## config.mk

```make
export PLATFORM = sky130hd
export DESIGN_NAME = font_rom_arbiter
export DESIGN_NICKNAME = d
export VERILOG_FILES = /design/src/rtl/font_rom_arbiter.sv
export SDC_FILE = /design/constraint.sdc
export NUM_CORES = 1
export LEC_CHECK = 0
export BUFFER_PORTS_ARGS = -buffer_cell sky130_fd_sc_hd__buf_2
export CORE_UTILIZATION = 41
export DETAILED_ROUTE_END_ITERATION = 8
export GPL_TIMING_DRIVEN = 0
export PLACE_DENSITY_LB_ADDON = 0.25
export SYNTH_ARGS = -nofsm -noshare
export SYNTH_HDL_FRONTEND = slang
export SYNTH_SLANG_ARGS = --single-unit
export TNS_END_PERCENT = 100
```

## constraint.sdc

```tcl
create_clock -name clk -period 3 [get_ports clk]
set_clock_uncertainty 0.05 [all_clocks]
set_input_delay 0.6 -clock clk [delete_from_list [all_inputs] [get_ports clk]]
set_output_delay 0.6 -clock clk [all_outputs]
set_load 0.01 [all_outputs]
```

## src/rtl/font_rom_arbiter.sv

```systemverilog
// Round-robin share of one font ROM among NREQ overlay requesters; one lookup per clock.
// Response arrives two cycles after gnt; requesters hold req/addr until granted, with no stall on the response side.
module font_rom_arbiter #(
    parameter int NREQ = 4,
    parameter int AW   = 11,
    parameter int DW   = 8
) (
    input  logic               clk,
    input  logic               reset,
    input  logic [NREQ-1:0]    req,
    input  logic [NREQ*AW-1:0] req_addr,
    output logic [NREQ-1:0]    gnt,
    output logic [AW-1:0]      rom_addr,
    input  logic [DW-1:0]      rom_data,
    output logic [NREQ-1:0]    rsp_valid,
    output logic [DW-1:0]      rsp_data
);

    localparam int PW = (NREQ > 1) ? $clog2(NREQ) : 1;

    logic [PW-1:0]   ptr_q, ptr_d;
    logic [NREQ-1:0] tag1_q, tag1_d;
    logic [NREQ-1:0] rsp_valid_q, rsp_valid_d;
    logic [DW-1:0]   rsp_data_q, rsp_data_d;

    logic [PW:0]     scan_idx;
    logic [PW-1:0]   win_idx;
    logic            win_found;
    logic [NREQ-1:0] gnt_raw;

    // Scan from ptr upward; the extra bit in scan_idx lets the wrap be a plain subtract.
    always_comb begin
        scan_idx  = '0;
        win_idx   = '0;
        win_found = 1'b0;
        gnt_raw   = '0;
        for (int k = 0; k < NREQ; k++) begin
            scan_idx = {1'b0, ptr_q} + (PW+1)'(k);
            if (scan_idx >= (PW+1)'(NREQ)) begin
                scan_idx = scan_idx - (PW+1)'(NREQ);
            end
            if (!win_found && req[scan_idx[PW-1:0]]) begin
                win_found = 1'b1;
                win_idx   = scan_idx[PW-1:0];
            end
        end
        if (win_found) begin
            gnt_raw[win_idx] = 1'b1;
        end
    end

    assign gnt = reset ? '0 : gnt_raw;

    // AND-OR mux keyed on the one-hot grant: ungranted slices never reach the ROM.
    always_comb begin
        rom_addr = '0;
        for (int i = 0; i < NREQ; i++) begin
            rom_addr = rom_addr | (req_addr[i*AW +: AW] & {AW{gnt[i]}});
        end
    end

    always_comb begin
        ptr_d = ptr_q;
        if (win_found) begin
            ptr_d = (win_idx == PW'(NREQ-1)) ? '0 : win_idx + PW'(1);
        end
    end

    always_comb begin
        tag1_d      = gnt;
        rsp_valid_d = tag1_q;
        rsp_data_d  = (|tag1_q) ? rom_data : rsp_data_q;
    end

    always_ff @(posedge clk or posedge reset) begin
        if (reset) begin
            ptr_q       <= '0;
            tag1_q      <= '0;
            rsp_valid_q <= '0;
            rsp_data_q  <= '0;
        end else begin
            ptr_q       <= ptr_d;
            tag1_q      <= tag1_d;
            rsp_valid_q <= rsp_valid_d;
            rsp_data_q  <= rsp_data_d;
        end
    end

    assign rsp_valid = rsp_valid_q;
    assign rsp_data  = rsp_data_q;

endmodule

```

; ---- Yosys cells after proc, flatten, opt, wreduce, memory -nomap -nowiden
; Cells that the tools add are included.
[op_classes]
n_eq_ne = 1
add_sub_neg = 8
mux = 25
n_reduce_logical = 8
n_bitwise = 7
n_lt_le_gt_ge = 10
[ops]
columns = op, count
row1 = $and 11x11->11, 4
row2 = $or 11x11->11, 3
row3 = $mux 2, 9
row4 = $lt 2x3->1 const B, 5
row5 = $ge 3x3->1 const B, 3
row6 = $mux 1, 9
row7 = $bmux 1 s2, 4
row8 = $mux 4, 2
row9 = $sub 2x1->2 const B, 4
row10 = $add 2x2->3 const B, 2
row11 = $logic_and 1x1->1, 4
row12 = $reduce_or 4->1, 1
row13 = $add 2x1->3 const B, 1
row14 = $ge 2x3->1 const B, 1
row15 = $logic_not 1->1, 3
row16 = $add 2x1->2 const B, 1
row17 = $demux 1 s2, 1
row18 = $eq 2x2->1 const B, 1
row19 = $ge 2x1->1 const B, 1
[totals]
register_bits = 18
out_inout_bits = 27
input_bits = 58

; ---- Depth between registers and ports, before layout
[depth]
ltp_word = 24
mapped_depth = 7

; ---- Least setup slack after synthesis
; No wires, ideal clock.
[synth_timing]
kind = input port to output port
from = input req[0]
to = output rom_addr[0]
t_arrival_ns = 1.939
n_path_buf = 1
slack_ns = 0.411
path_stages = 7
t_required_ns = 2.350
path_cell_list = nor2b_1 o21ai_0 and3b_1 ha_1 clkbuf_1 a22oi_1 a21oi_1
[synth_between]
elab_chain_cells = 22
elab_cells_between_ends = 36
[synth_lines]
columns = item, line
row1 = start: declaration, 10  ; input logic [NREQ-1:0] req,
row2 = $bmux 1 s2, 42  ; if (!win_found && req[scan_idx[PW-1:0]]) begin
row3 = $mux 1 (not written as such), 42
row4 = $mux 1, 42
row5 = $logic_not 1->1, 42
row6 = $logic_and 1x1->1, 42
row7 = $mux 1, 42
row8 = $logic_not 1->1, 42
row9 = $logic_and 1x1->1, 42
row10 = [... 5 more ...], -
row11 = $logic_and 1x1->1 (not written as such), 48  ; gnt_raw[win_idx] = 1'b1;
row12 = $mux 1 (not written as such), 48
row13 = $demux 1 s2, 48
row14 = $mux 4 *, 47  ; if (win_found) begin
row15 = $mux 4 *, 52  ; assign gnt = reset ? '0 : gnt_raw;
row16 = $and 11x11->11, 58  ; rom_addr = rom_addr | (req_addr[i*AW +: AW] & {AW{gnt[i]}});
row17 = $or 11x11->11 (2 in series), 58
row18 = $or 11x11->11 *, 58
row19 = end: declaration, 13  ; output logic [AW-1:0] rom_addr,
; Mark *: on every way between the ends. The rest lies on a longest branch, timed or not. The select of a mux whose other input is x is not followed.

; ---- Worst setup path in the final report
[layout_timing]
from = register ptr_q[1]
to = output rom_addr[6]
[layout_between]
elab_chain_cells = 24
elab_cells_between_ends = 51
[layout_lines]
columns = item, line
row1 = start: declaration, 21  ; logic [PW-1:0] ptr_q, ptr_d;
row2 = start signal: assignment, 82  ; ptr_q <= ptr_d;
row3 = "parallel branches: the longest is 18 deep, another holds $add 2x1->3", -
row4 = $mux 4 *, 47
row5 = $mux 4 *, 52
row6 = $and 11x11->11, 58
row7 = $or 11x11->11 (2 in series), 58
row8 = $or 11x11->11 *, 58
; Every way passes the cells marked *. The select of a mux whose other input is x is not followed.

==> flow_summary.json <==
{
  "firstDrtPassIters": 4,
  "path_clk_slew_ns": 0.10,
  "finalSetupTns_ns": 0,
  "max_cap_violations": 0,
  "grt_setup_unrepaired": "yes",
  "yosys-top-cells-area": "dfrtp_1 44%, a22oi_1 16%, mux2_2 10%",
  "setup_viol": 0,
  "slew-limit-headroom": 0.5726,
  "required_ns": 2.35,
  "drv_slew": 0,
  "crit_path_max_fanout": 10,
  "syn_to_final_growth_pct": 50.74,
  "switching_share": 0.3877,
  "antenna_cells": 0,
  "die_area_um2": 2675,
  "cp.arrival_ns": 2.23,
  "worstMarginPinSlew_ns": 0.6404,
  "dp_hpwl_um": 2471,
  "leakagePower_nw": 0.8195,
  "synth-seq-cells": 18,
  "ant_nets": 0,
  "io_pins": 85,
  "synthArstFlopShare": 1.000,
  "hold_buffers": 0,
  "cts_root_buf": "clkbuf_4",
  "yosys_warnings": 0,
  "synth_ff_type": "dfrtp_1",
  "antenna_found_initial": 0,
  "fin_area_um2": 1528,
  "grt_pass1_wl_um": 4485,
  "cts_made_buffers": 3,
  "clockBufferDepth": 2,
  "synth_area_leader_cell": "dfrtp_1",
  "start_kind": "register",
  "internal_power_mw": 0.7534,
  "synth_cell_types": 24,
  "synthCells": 96,
  "clockPowerShare": 0.119,
  "grt-ovfl-total": 0,
  "core.rowCount": 17,
  "synth_commonest_cells": "22 x a22oi_1, 18 x dfrtp_1, 13 x a21oi_1, 9 x mux2_2",
  "end_kind": "primary output",
  "power.share.sequential": 0.318,
  "yosys.area.top_type_share": 0.4444,
  "vias": 1161,
  "synth_area_um2": 1013,
  "start_util": 0.4453,
  "htreeDepth": 1,
  "combPwrFrac": 0.562,
  "placed_area_um2": 1469,
  "port_buffers": 84,
  "grt_pass1_vias": 1058,
  "via_per_inst": 5.451,
  "nets": 248,
  "p_per_area_nw_per_um2": 805.5,
  "cts_sinks": 18,
  "p_total_mw": 1.231,
  "gp_congestion": 0.7336,
  "final_core_util": 0.6712,
  "period_needed_ns": 2.880,
  "fp.dieW_um": 51.72,
  "path_class": "register to primary output",
  "synth_seq_area_share": 0.4444,
  "drc": 0,
  "timing.fmax_mhz": 347.3,
  "cts_tree": "done",
  "status": "finished clean",
  "power_switching_mw": 0.4772,
  "drive_gt1_frac": 0.5730,
  "core_region_area_um2": 2276,
  "grtUsageTotal": 0.2277,
  "finalCritPeriodShare": 0.9599,
  "insertion_delay_ns": 0.29,
  "wirelength_um": 2963,
  "rrSetupSlack_ns": 1.17,
  "fp.dieH_um": 51.72,
  "worst-r2r-cell-count": 6,
  "synth_fp_nets": 158,
  "drt_iter0_drc": 24,
  "avgSynthCellArea_um2": 10.56,
  "wl_per_cell_um": 13.91,
  "synth_edf_count": 0,
  "hp-class": "primary input to async pin",
  "hold_violations": 0,
  "vdd_drop_max_mv": 0.4325,
  "grt_start_max_net_pins": 19,
  "synth.most_common_cell": "a22oi_1",
  "whs_ns": 0.3524
}
## cells by family (layout without fill, tap and decap cells)
logic type      count (synthesis)  in the layout  synth area share
fa+ha+maj                       4              4           0.04938
flops                          18             18            0.4444
mux                             9              9            0.1000
simple gates                   21             21            0.1370
compound gates                 37             37            0.2395
buf+inv                         7             96           0.02963
## critical path, stage by stage, from the launching register on
cell	delay, ns
dfrtp_1	0.44
a21oi_1	0.15
nor3b_1	0.08
or3_1	0.40
ha_1	0.23
clkbuf_4	0.20
a22oi_1	0.20
a21oi_1	0.09
buf_2	0.14
## power by group through the flow
stage	combinational (mW)	sequential, mW	clock, mW
6_report	0.692	0.392	0.147
5_1_grt	0.763	0.400	0.162
4_1_cts	0.677	0.392	0.152
3_5_place_dp	0.672	0.396	0
3_3_place_gp	0.642	0.388	0
2_1_floorplan	0.393	0.423	0
## per-layer routing
metal	global-route usage	vias up	part of all wire
li1	-	542	-
met1	0.2647	565	0.37
met2	0.4091	49	0.56
met3	0.03216	5	0.050
met4	0.1036	0	0.016
met5	0	-	0
## stage by stage
stage | instances | worst slack [ns]
final | 213 | 0.1203
after global routing | 213 | -0.03175
after CTS | 212 | 0.01402
after detailed placement | 208 | -0.09974
after global placement | 208 | 0.01089
after floorplan | 96 | 0.4115
## cells in the final DEF, fill, tap and decap left out
cell	netlist	final
nor4_4	1	1
nor2_1	3	3
clkbuf_4	0	5
and2_1	4	4
nand2b_1	2	2
nor3_1	1	1
buf_4	1	2
nand3b_1	1	1
o21ai_1	0	1
ha_1	4	4
nor3b_1	1	1
buf_2	0	85
inv_1	2	2
or2_2	1	1
a22oi_2	0	1
a21oi_1	13	13
nor4_1	1	1
and3b_1	1	1
nand3_1	1	1
dfrtp_1	18	18
or3_1	1	1
a22oi_1	22	21
nand2_1	1	1
clkbuf_2	0	1
nor2b_1	2	2
mux2_2	9	9
a21o_1	1	1
clkbuf_8	0	1
## cell type report
class,instances,area [um2]
Buffer,5,32.53
Clock buffer,4,36.28
Fill cell,209,748.2
Inverter,2,7.507
Multi-Input combinational cell,71,538.0
Sequential cell,18,450.4
Tap cell,28,35.03
Timing Repair Buffer,85,427.9
## timing repair
item / in CTS / in global routing
hold endpoints to repair: 0 / 0
buffers inserted: 0 / 1
gates resized for setup: 2 / 11
setup endpoints to repair: 10 / 12
## sequential cells by signal (all words and copies together) (netlist names)
register     flops
rsp_valid_d      4
ptr_q            2
rsp_data         8
rsp_valid        4
## path summary, 6_finish.rpt
check                                from        endpoint
setup / recovery                 ptr_q[1]     rom_addr[6]
hold / removal                      reset        ptr_q[1]
setup reg to reg                 ptr_q[1]  rsp_valid_d[1]
hold reg to reg            rsp_valid_d[1]    rsp_valid[1]
max in group asynchronous           reset    rsp_valid[0]
min in group clk           rsp_valid_d[1]    rsp_valid[1]
No activity file was read; power rests on OpenSTA's default activity.
